## src/rtl/btn_event_sched_if.sv

```systemverilog
// ---------------------------------------------------------------------------
// btn_event_sched_if
//
// Event channel between btn_event_sched (master) and the command/display
// logic that consumes button events (slave).
//
// Handshake: an event transfers on every rising clk edge where evt_valid
// and evt_ready are both 1. Once evt_valid is raised, it stays high and
// evt_id/evt_type stay stable until that transfer edge. evt_ready may be
// driven freely and does not depend on evt_valid. evt_drop is a
// side-band, one-cycle pulse that is not part of the handshake.
//
// Signals:
//   evt_valid  master->slave  event available on evt_id/evt_type
//   evt_ready  slave->master  consumer accepts the event this cycle
//   evt_id     master->slave  index of the button that raised the event
//   evt_type   master->slave  00 press, 01 release, 10 long, 11 repeat
//   evt_drop   master->slave  pulse: an event was discarded (slot full)
// ---------------------------------------------------------------------------
interface btn_event_sched_if #(
    parameter int ID_W = 2
);
    logic            evt_valid;
    logic            evt_ready;
    logic [ID_W-1:0] evt_id;
    logic [1:0]      evt_type;
    logic            evt_drop;

    modport master (
        output evt_valid,
        output evt_id,
        output evt_type,
        output evt_drop,
        input  evt_ready
    );

    modport slave (
        input  evt_valid,
        input  evt_id,
        input  evt_type,
        input  evt_drop,
        output evt_ready
    );
endinterface

```

## src/rtl/btn_event_sched.sv

```systemverilog
// ---------------------------------------------------------------------------
// btn_event_sched
//
// Turns N_BTN debounced button levels into discrete events (press, release,
// long press and optional auto-repeat). Each button runs its own small FSM
// and posts into a one-deep pending slot; a round-robin arbiter moves full
// slots onto a single valid/ready event channel.
//
// Optional feature macro: BTN_REPEAT_EN
//   defined   : HELD emits a repeat event every REPEAT_CYCLES cycles.
//   undefined : HELD only waits for release, its counter is frozen and
//               REPEAT_CYCLES is ignored.
//
// Ports:
//   clk          in   system clock, rising edge
//   rst_n        in   asynchronous active-low reset
//   btn_state    in   [N_BTN] debounced levels, 1 = pressed, clk-synchronous
//   evt          if   btn_event_sched_if.master event channel
//                     (evt_valid, evt_ready, evt_id, evt_type, evt_drop)
//   dbg_state_o  out  [2*N_BTN] per-button FSM state, button i at [2i+1:2i]
// ---------------------------------------------------------------------------
module btn_event_sched #(
    parameter int               N_BTN         = 4,
    parameter int               ID_W          = 2,
    parameter int               CNT_W         = 24,
    parameter logic [CNT_W-1:0] LONG_CYCLES   = 24'd5_000_000,
    parameter logic [CNT_W-1:0] REPEAT_CYCLES = 24'd1_000_000
) (
    input  logic                   clk,
    input  logic                   rst_n,
    input  logic [N_BTN-1:0]       btn_state,
    btn_event_sched_if.master      evt,
    output logic [2*N_BTN-1:0]     dbg_state_o
);

    typedef enum logic [1:0] {
        ST_IDLE    = 2'b00,
        ST_PRESSED = 2'b01,
        ST_HELD    = 2'b10
    } state_e;

    localparam logic [1:0] EVT_PRESS   = 2'b00;
    localparam logic [1:0] EVT_RELEASE = 2'b01;
    localparam logic [1:0] EVT_LONG    = 2'b10;

    localparam logic [CNT_W-1:0] LONG_LAST = LONG_CYCLES - 1'b1;

`ifdef BTN_REPEAT_EN
    localparam logic [1:0]       EVT_REPEAT  = 2'b11;
    localparam logic [CNT_W-1:0] REPEAT_LAST = REPEAT_CYCLES - 1'b1;
`else
    // Repeat is compiled out; the parameter is kept only for a uniform
    // instantiation interface.
    logic unused_repeat;
    assign unused_repeat = ^REPEAT_CYCLES;
`endif

    // ------------------------------------------------------------------
    // State
    // ------------------------------------------------------------------
    state_e             state_q     [N_BTN];
    state_e             state_d     [N_BTN];
    logic [CNT_W-1:0]   cnt_q       [N_BTN];
    logic [CNT_W-1:0]   cnt_d       [N_BTN];
    logic [N_BTN-1:0]   btn_prev_q;

    logic [N_BTN-1:0]   slot_full_q;
    logic [N_BTN-1:0]   slot_full_d;
    logic [1:0]         slot_type_q [N_BTN];
    logic [1:0]         slot_type_d [N_BTN];

    logic [ID_W-1:0]    ptr_q;
    logic [ID_W-1:0]    ptr_d;

    logic               evt_valid_q;
    logic               evt_valid_d;
    logic [ID_W-1:0]    evt_id_q;
    logic [ID_W-1:0]    evt_id_d;
    logic [1:0]         evt_type_q;
    logic [1:0]         evt_type_d;
    logic               evt_drop_q;
    logic               evt_drop_d;

    // Per-button post requests from the FSMs
    logic [N_BTN-1:0]   post;
    logic [1:0]         post_type   [N_BTN];

    // Arbiter results
    logic               load;
    logic               grant_vld;
    logic [ID_W-1:0]    grant_id;
    logic [N_BTN-1:0]   grant_oh;
    logic               hi_vld;
    logic [ID_W-1:0]    hi_id;
    logic               lo_vld;
    logic [ID_W-1:0]    lo_id;

    // ------------------------------------------------------------------
    // Per-button FSMs: next state, counter and post request
    // ------------------------------------------------------------------
    always_comb begin
        for (int i = 0; i < N_BTN; i++) begin
            state_d[i]   = state_q[i];
            cnt_d[i]     = cnt_q[i];
            post[i]      = 1'b0;
            post_type[i] = EVT_PRESS;

            case (state_q[i])
                ST_IDLE: begin
                    if (btn_state[i] && !btn_prev_q[i]) begin
                        post[i]      = 1'b1;
                        post_type[i] = EVT_PRESS;
                        cnt_d[i]     = '0;
                        state_d[i]   = ST_PRESSED;
                    end
                end

                ST_PRESSED: begin
                    // Release wins over a long press on the same edge.
                    if (!btn_state[i]) begin
                        post[i]      = 1'b1;
                        post_type[i] = EVT_RELEASE;
                        cnt_d[i]     = '0;
                        state_d[i]   = ST_IDLE;
                    end else if (cnt_q[i] == LONG_LAST) begin
                        post[i]      = 1'b1;
                        post_type[i] = EVT_LONG;
                        cnt_d[i]     = '0;
                        state_d[i]   = ST_HELD;
                    end else begin
                        cnt_d[i]     = cnt_q[i] + 1'b1;
                    end
                end

                ST_HELD: begin
                    if (!btn_state[i]) begin
                        post[i]      = 1'b1;
                        post_type[i] = EVT_RELEASE;
                        cnt_d[i]     = '0;
                        state_d[i]   = ST_IDLE;
                    end
`ifdef BTN_REPEAT_EN
                    else if (cnt_q[i] == REPEAT_LAST) begin
                        post[i]      = 1'b1;
                        post_type[i] = EVT_REPEAT;
                        cnt_d[i]     = '0;
                    end else begin
                        cnt_d[i]     = cnt_q[i] + 1'b1;
                    end
`endif
                end

                default: begin
                    state_d[i] = ST_IDLE;
                    cnt_d[i]   = '0;
                end
            endcase
        end
    end

    // ------------------------------------------------------------------
    // Round-robin arbiter and output register next state.
    // The search is split in two: the lowest full slot at or above the
    // pointer (hi), else the lowest full slot overall (lo, the wrap case).
    // ------------------------------------------------------------------
    always_comb begin
        hi_vld = 1'b0;
        hi_id  = '0;
        lo_vld = 1'b0;
        lo_id  = '0;
        // Walk downward so the lowest matching index is the last written.
        for (int i = N_BTN - 1; i >= 0; i--) begin
            if (slot_full_q[i]) begin
                lo_vld = 1'b1;
                lo_id  = ID_W'(i);
                if (ID_W'(i) >= ptr_q) begin
                    hi_vld = 1'b1;
                    hi_id  = ID_W'(i);
                end
            end
        end

        grant_vld = hi_vld | lo_vld;
        grant_id  = hi_vld ? hi_id : lo_id;
        load      = !evt_valid_q || evt.evt_ready;

        grant_oh    = '0;
        evt_valid_d = evt_valid_q;
        evt_id_d    = evt_id_q;
        evt_type_d  = evt_type_q;
        ptr_d       = ptr_q;

        if (load) begin
            evt_valid_d = grant_vld;
            if (grant_vld) begin
                evt_id_d = grant_id;
                ptr_d    = (grant_id == ID_W'(N_BTN - 1)) ? '0 : grant_id + 1'b1;
                for (int i = 0; i < N_BTN; i++) begin
                    if (grant_id == ID_W'(i)) begin
                        grant_oh[i] = 1'b1;
                        evt_type_d  = slot_type_q[i];
                    end
                end
            end
        end
    end

    // ------------------------------------------------------------------
    // Pending slots. A slot being granted on this edge is free for a new
    // post on the same edge, so that case is not a drop.
    // ------------------------------------------------------------------
    always_comb begin
        slot_full_d = slot_full_q;
        evt_drop_d  = 1'b0;
        for (int i = 0; i < N_BTN; i++) begin
            slot_type_d[i] = slot_type_q[i];
            if (post[i]) begin
                if (!slot_full_q[i] || grant_oh[i]) begin
                    slot_full_d[i] = 1'b1;
                    slot_type_d[i] = post_type[i];
                end else begin
                    evt_drop_d = 1'b1;
                end
            end else if (grant_oh[i]) begin
                slot_full_d[i] = 1'b0;
            end
        end
    end

    // ------------------------------------------------------------------
    // Registers
    // ------------------------------------------------------------------
    always_ff @(posedge clk or negedge rst_n) begin
        if (!rst_n) begin
            for (int i = 0; i < N_BTN; i++) begin
                state_q[i]     <= ST_IDLE;
                cnt_q[i]       <= '0;
                slot_type_q[i] <= 2'b00;
            end
            btn_prev_q  <= '0;
            slot_full_q <= '0;
            ptr_q       <= '0;
            evt_valid_q <= 1'b0;
            evt_id_q    <= '0;
            evt_type_q  <= 2'b00;
            evt_drop_q  <= 1'b0;
        end else begin
            for (int i = 0; i < N_BTN; i++) begin
                state_q[i]     <= state_d[i];
                cnt_q[i]       <= cnt_d[i];
                slot_type_q[i] <= slot_type_d[i];
            end
            btn_prev_q  <= btn_state;
            slot_full_q <= slot_full_d;
            ptr_q       <= ptr_d;
            evt_valid_q <= evt_valid_d;
            evt_id_q    <= evt_id_d;
            evt_type_q  <= evt_type_d;
            evt_drop_q  <= evt_drop_d;
        end
    end

    // ------------------------------------------------------------------
    // Outputs
    // ------------------------------------------------------------------
    assign evt.evt_valid = evt_valid_q;
    assign evt.evt_id    = evt_id_q;
    assign evt.evt_type  = evt_type_q;
    assign evt.evt_drop  = evt_drop_q;

    always_comb begin
        dbg_state_o = '0;
        for (int i = 0; i < N_BTN; i++) begin
            dbg_state_o[2*i +: 2] = state_q[i];
        end
    end

endmodule

```

## src/flat_wrapper.sv

```systemverilog
// flat-port wrapper written by rule: the top's interface ports become plain ports
module btn_event_sched_flat 
#(
    parameter int               N_BTN         = 4,
    parameter int               ID_W          = 2,
    parameter int               CNT_W         = 24,
    parameter logic [CNT_W-1:0] LONG_CYCLES   = 24'd5_000_000,
    parameter logic [CNT_W-1:0] REPEAT_CYCLES = 24'd1_000_000
)
  (clk, rst_n, btn_state, dbg_state_o, evt_evt_valid, evt_evt_id, evt_evt_type, evt_evt_drop, evt_evt_ready);
  btn_event_sched_if #(.ID_W(ID_W)) evt_i ();
  input  logic clk;
  input  logic rst_n;
  input  logic [N_BTN-1:0] btn_state;
  output logic [2*N_BTN-1:0] dbg_state_o;
  output wire logic [$bits(evt_i.evt_valid)-1:0] evt_evt_valid;
  output wire logic [$bits(evt_i.evt_id)-1:0] evt_evt_id;
  output wire logic [$bits(evt_i.evt_type)-1:0] evt_evt_type;
  output wire logic [$bits(evt_i.evt_drop)-1:0] evt_evt_drop;
  input wire logic [$bits(evt_i.evt_ready)-1:0] evt_evt_ready;
  assign evt_evt_valid = evt_i.evt_valid;
  assign evt_evt_id = evt_i.evt_id;
  assign evt_evt_type = evt_i.evt_type;
  assign evt_evt_drop = evt_i.evt_drop;
  assign evt_i.evt_ready = evt_evt_ready;
  btn_event_sched #(.N_BTN(N_BTN), .ID_W(ID_W), .CNT_W(CNT_W), .LONG_CYCLES(LONG_CYCLES), .REPEAT_CYCLES(REPEAT_CYCLES)) u_core (.clk(clk), .rst_n(rst_n), .btn_state(btn_state), .evt(evt_i), .dbg_state_o(dbg_state_o));
endmodule
```

## config.mk

```make
export PLATFORM = sky130hd
export DESIGN_NAME = btn_event_sched_flat
export DESIGN_NICKNAME = d
export VERILOG_FILES = /design/src/rtl/btn_event_sched_if.sv /design/src/rtl/btn_event_sched.sv /design/src/flat_wrapper.sv
export SDC_FILE = /design/constraint.sdc
export NUM_CORES = 1
export LEC_CHECK = 0
export ABC_AREA = 1
export CORE_UTILIZATION = 30
export DETAILED_ROUTE_END_ITERATION = 8
export GPL_ROUTABILITY_DRIVEN = 0
export SLEW_MARGIN = 30
export SYNTH_ARGS = -nofsm -noshare
export SYNTH_HDL_FRONTEND = slang
export SYNTH_SLANG_ARGS = --single-unit
```

## constraint.sdc

```tcl
create_clock -name clk -period 5.1 [get_ports clk]
set_input_delay 0.765 -clock clk [delete_from_list [all_inputs] [get_ports clk]]
set_output_delay 0.765 -clock clk [all_outputs]
set_load 0.05 [all_outputs]
```

==> flow_summary.toml, run 1 <==
[route]
vias = 6547
wl_per_cell_um = 11.9
viasPerCell = 4.58
drtIter0Drc = 293
dr.pass1.iters = 6
routed_wl_mm = 16.9
ant_nets = 0
drcViolationCount = 0

[placed_design]
dp_slack_ps = 2100
io_buffers = 20
place.detailed.hpwl_mm = 12.2

[synth]
synth_edf_count = 0
synth_area_um2 = 7620
synthCells = 1060
synth_area_leaders = "dfrtp_1, nand2_1, nor2_1"
syn_nets = 1091
avgSynthCellArea_um2 = 7.19
ys.warnings.count = 0
synth_top_area_share_pct = 42.0
ys_types = 43
synth_seq_cells = 128
synth_seq_area_share_pct = 42.0
synth_ff_type = "dfrtp_1"
synth_top_cell_by_area = "dfrtp_1"
synthArstFlopShare_pct = 100

[grt]
grt_max_degree = 90
grt_pass1_vias = 6357
globalRouteOverflowTotal = 0
grt_pass1_wl_mm = 30.1
grt.total_usage_pct = 14.2
grt_antenna_before_repair = 0

[timing]
drv_slew = 0
finalCritPeriodShare_pct = 50.3
rsz0062_at_grt = "false"
finalHoldViolCount = 0
skew_ps = 8.23
max_freq_mhz = 390
relSlewSlack_pct = 61.5
finalSetupViolCount = 0
worstMarginPinSlew_ps = 575
fin_ws_ps = 2540
layout_min_cycle_time_ps = 2560
fin_setup_tns_ps = 0

[final_layout]
final_cell_mix = "nand2_1, nor2_1, inv_1, dfrtp_1, nand3_1"
antenna_cells = 0
fin_nets = 1122
fillers = 2616
syn_to_final_growth_pct = 15.1
drive_gt1_share_pct = 7.79
layout_commonest_cell = "nand2_1"

[clocking]
worstSkewPairLatency_ps = 420
numClockSinks = 128
cts_setup_buffers = 0
ctsResizeCount = 0
root_buffer = "clkbuf_16"
postCtsHoldBufs = 0
tritoncts = "done"
path_clk_slew_ps = 60
max-clock-path-buffers = 2
htreeDepth = 4
numCtsBuffers = 17

[power_and_ir_drop]
power_uw = 3840
power.leakage_uw = 0.00402
power_density_nw_per_um2 = 437
vdd_drop_max_mv = 0.257

[critical_path]
startpoint = "btn_state[1]"
cp-start-kind = "primary input"
critPathKind = "in -> reg"
worstPathMaxFanout = 14
critPathCaptureType = "register"
critPathArrivalTime_ps = 2920
r2r-start = "u_core.dbg_state_o[2]$_DFFE_PN0P_"
cp.required_ps = 5460

[floorplanning]
die_area_um2 = 26100
std_cell_rows = 57
start_util_pct = 31.0
die_h_um = 161
io_pins = 21
core_um2 = 24600
die_w_um = 161

[worst_hold_path]
hold_class = "in -> async"

[run]
maxCapViolations = 0

[run_status]
status = "finished clean"
-- per-layer routing --
layer  track usage [%]  up-vias  wire length, um
met4              5.57        0              306
met1              18.9     3011             8560
met2              22.8       82             7570
li1                  -     3433                -
met3              2.34       21              489
met5                 0        -                0
-- report_power, final --
part	switching [uW]	total, uW	internal, uW	leakage (uW)
registers	90.8	1220	1130	0.00174
logic	964	1340	372	0.00197
clock network	458	1280	826	0.000307
total	1510	3840	2330	0.00402
-- metrics by stage --
| stage | area, um^2 | std cells | util, % | hold slack, ps |
|---|---|---|---|---|
| floorplan | 7620 | 1060 | - | 453 |
| global placement | 8150 | 1395 | 33.1 | 474 |
| detailed placement | 8150 | 1395 | 33.1 | 476 |
| CTS | 8760 | 1427 | 35.6 | 450 |
| global route | 8780 | 1428 | 35.7 | 314 |
| finish | 8780 | 1428 | 35.7 | 274 |
-- final timing paths --
kind / endpoint / slack (ps) / cells after the start
setup / recovery: u_core.dbg_state_o[2]$_DFFE_PN0P_ / 2540 / 9
hold / removal: u_core.cnt_q[69]$_DFFE_PN0P_ / 270 / 1
setup reg to reg: u_core.dbg_state_o[2]$_DFFE_PN0P_ / 2750 / 9
hold reg to reg: u_core.evt.evt_id[1]$_DFFE_PN0P_ / 480 / 2
max in group asynchronous: u_core.cnt_q[81]$_DFFE_PN0P_ / 3920 / 2
min in group clk: u_core.evt.evt_id[1]$_DFFE_PN0P_ / 480 / 2
-- registers in the layout (all words and copies together), names as in the netlist --
register,cells
u_core.cnt_q,96
u_core.evt.evt_id,2
u_core.btn_prev_q,4
u_core.ptr_q,2
u_core.slot_type_q,8
u_core.slot_full_q,4
u_core.evt.evt_type,2
u_core.evt.evt_valid,1
u_core.evt.evt_drop,1
u_core.dbg_state_o,8
-- logic make-up (layout without fill, tap and decap cells) --
group | Yosys count | count (layout) | share of synthesized area [%]
compound gates | 92 | 92 | 6.88
xor+xnor | 19 | 19 | 2.18
fa+ha+maj | 24 | 24 | 3.94
buf+inv | 157 | 201 | 8.52
flops | 128 | 128 | 42.0
mux | 1 | 1 | 0.131
simple gates | 639 | 639 | 36.3
-- cell type report --
class                           count  area (um^2)  share of cell area (%)
Tap cell                          324          405                    4.62
Sequential cell                   128         3200                    36.5
Inverter                          147          557                    6.34
Timing Repair Buffer               22          229                    2.61
Clock inverter                     12          164                    1.87
Clock buffer                       20          447                    5.09
Multi-Input combinational cell    775         3770                    43.0
-- Yosys cell counts (2+ instances only) --
cell type	instances
a31oi_1	9
a21oi_1	22
xor2_1	13
nand2_2	7
nand3_2	3
nor2_4	2
o21ai_0	38
nand3b_1	3
dfrtp_1	128
xnor2_1	6
nor3_1	20
ha_1	24
buf_6	5
o21ai_1	5
nand4_1	27
nand2_4	4
a31o_2	4
inv_1	138
buf_2	2
nor2_2	17
o211ai_1	2
inv_2	8
nand3_1	85
nand2_1	279
nor4_1	3
nor2_1	183
or2_2	2
a21oi_2	2
o21bai_1	5
-- worst max-delay path, cell delays in order --
cell	delay [ps]
clkdlybuf4s50_1	560
nand2_1	70
nand2_1	50
nand2_1	290
inv_1	440
nand2_2	290
inv_2	280
nand2_1	90
nand2_1	70
Note: power is estimated with default switching activity, not from simulation.
==> run 2, diff against run 1 <==
- clock period: 5.1 -> 2.3 ns (I/O delays scaled with it)
==> run 2 against run 1 <==
Against the previous run:
- sequential share of layout area is 0.26 points lower
- setup slack worse by 2300 ps
- via count is 0.64% higher
- combinational power is 130% higher
- first-iteration DRC count is 18% higher
- clock skew is 0.80 ps higher
- flip-flop and latch count stayed put
- global-route usage is 0.47 points lower
- power is 120% higher
- largest cell class unchanged
- largest power group unchanged
- highest routed layer unchanged
==> flow_summary.toml, run 2 (same netlist as run 1, synthesis figures left out) <==
[timing]
relSlewSlack_pct = 60.9
layout_min_cycle_time_ps = 2040
rsz0062_at_grt = "false"
worstMarginPinSlew_ps = 584
skew_ps = 9.03
finalCritPeriodShare_pct = 88.9
max_freq_mhz = 489
finalHoldViolCount = 0
drv_slew = 0
finalSetupViolCount = 0
fin_ws_ps = 255
fin_setup_tns_ps = 0

[critical_path]
critPathArrivalTime_ps = 1700
cp-start-kind = "register"
startpoint = "u_core.dbg_state_o[0]$_DFFE_PN0P_"
critPathKind = "reg -> out"
path_buf_inv = 1
r2r-start = "u_core.ptr_q[1]$_DFFE_PN0P_"
cp_cell_sequence = "clkdlybuf4s50_1"
worstPathMaxFanout = 4
cpLargestDelayFamily = "buffers and inverters"
cp.required_ps = 1960
critPathMaxStageDelay_ps = 850
critPathSlowestCell = "clkdlybuf4s50_1"
critPathCaptureType = "primary output"

[power_and_ir_drop]
power_uw = 8530
sequentialPowerShare_pct = 31.8
intPower_uw = 5170
power.leakage_uw = 0.00404
combinationalPowerShare_pct = 36.3
p_switching_uw = 3360
swShare_pct = 39.4
power_density_nw_per_um2 = 966
p_clk_share_pct = 31.9
vdd_drop_max_mv = 0.534

[floorplanning]
die_h_um = 161
die_w_um = 161
io_pins = 21
start_util_pct = 31.0
std_cell_rows = 57
core_um2 = 24600
die_area_um2 = 26100

[placed_design]
place.detailed.hpwl_mm = 12.5
dp_slack_ps = 131
io_buffers = 20

[final_layout]
layout_commonest_cell = "nand2_1"
fin_nets = 1130
top_register = "u_core.cnt_q"
largest_reg_flops = 96
antenna_cells = 0
syn_to_final_growth_pct = 15.9
final_cell_mix = "nand2_1, nor2_1, inv_1, dfrtp_1, nand3_1"
drive_gt1_share_pct = 8.47

[route]
vias = 6589
dr.pass1.iters = 5
ant_nets = 0
routed_wl_mm = 16.9
drtIter0Drc = 346
viasPerCell = 4.59
drcViolationCount = 0
wl_per_cell_um = 11.8

[grt]
grt_pass1_wl_mm = 29.3
grt_pass1_vias = 6266
grt.total_usage_pct = 13.7
globalRouteOverflowTotal = 0
grt_antenna_before_repair = 0
grt_max_degree = 48

[clocking]
root_buffer = "clkbuf_16"
numClockSinks = 128
path_clk_slew_ps = 60
htreeDepth = 4
tritoncts = "done"
numCtsBuffers = 17
max-clock-path-buffers = 2
worstSkewPairLatency_ps = 420
cts_setup_buffers = 0

[worst_hold_path]
hold_class = "in -> async"

[run_status]
status = "finished clean"

[run]
maxCapViolations = 0
[run 2: cell types whose count changed in the layout (fill, tap and decap cells not counted), sizes merged]
cell	before	now
clkbuf	20	19
dlygate4sd3	0	1
clkinvlp	0	4
inv	147	146
buf	3	10
bufinv	4	3
clkinv	8	5
[run 2: through the flow]
stage          std cells  hold slack [ps]  util, %  instance area (um^2)
3_5_place_dp        1403              290     33.5                  8230
2_1_floorplan       1060             49.4        -                  7620
4_1_cts             1434              432     35.9                  8830
3_3_place_gp        1403              292     33.5                  8230
6_report            1434              404     35.9                  8840
5_1_grt             1434              453     35.9                  8840
[run 2: what timing repair did]
action | in CTS | in global routing
hold buffers | 1 | 0
endpoints found under the setup margin | 0 | 9
endpoints found under the hold margin | 38 | 0
resized for setup | 0 | 5
[run 2: cell type report]
class	instances	area [um^2]
inverters	147	557
fillers	2610	15800
repair buffers	30	304
clock buffers	19	453
clock inverters	11	140
multi-input cells	775	3780
well taps	324	405
flip-flops and latches	128	3200
[run 2: worst paths after layout]
check	end	slack [ps]	cells after the start
setup / recovery	dbg_state_o[0]	260	1
max in group asynchronous	u_core.evt.evt_type[1]$_DFFE_PN0P_	1180	3
setup reg to reg	u_core.slot_type_q[0]$_DFFE_PN0P_	310	11
hold / removal	u_core.cnt_q[62]$_DFFE_PN0P_	400	2
hold reg to reg	u_core.slot_type_q[7]$_DFFE_PN0P_	500	2
min in group clk	u_core.btn_prev_q[3]$_DFF_PN0_	500	1
[run 2: layer usage]
metal  share of wire (%)  track usage, %
met1                  51            18.9
met4                0.87            3.39
met5                   0               0
met2                  45            21.9
met3                 3.2            2.67
[run 2: power groups by stage]
stage / registers [uW] / clock network, uW / logic, uW
6_report: 2710 / 2730 / 3090
5_1_grt: 2750 / 2890 / 3480
4_1_cts: 2720 / 2780 / 3120
3_5_place_dp: 2760 / 0 / 3100
3_3_place_gp: 2760 / 0 / 3090
2_1_floorplan: 3080 / 0 / 1930
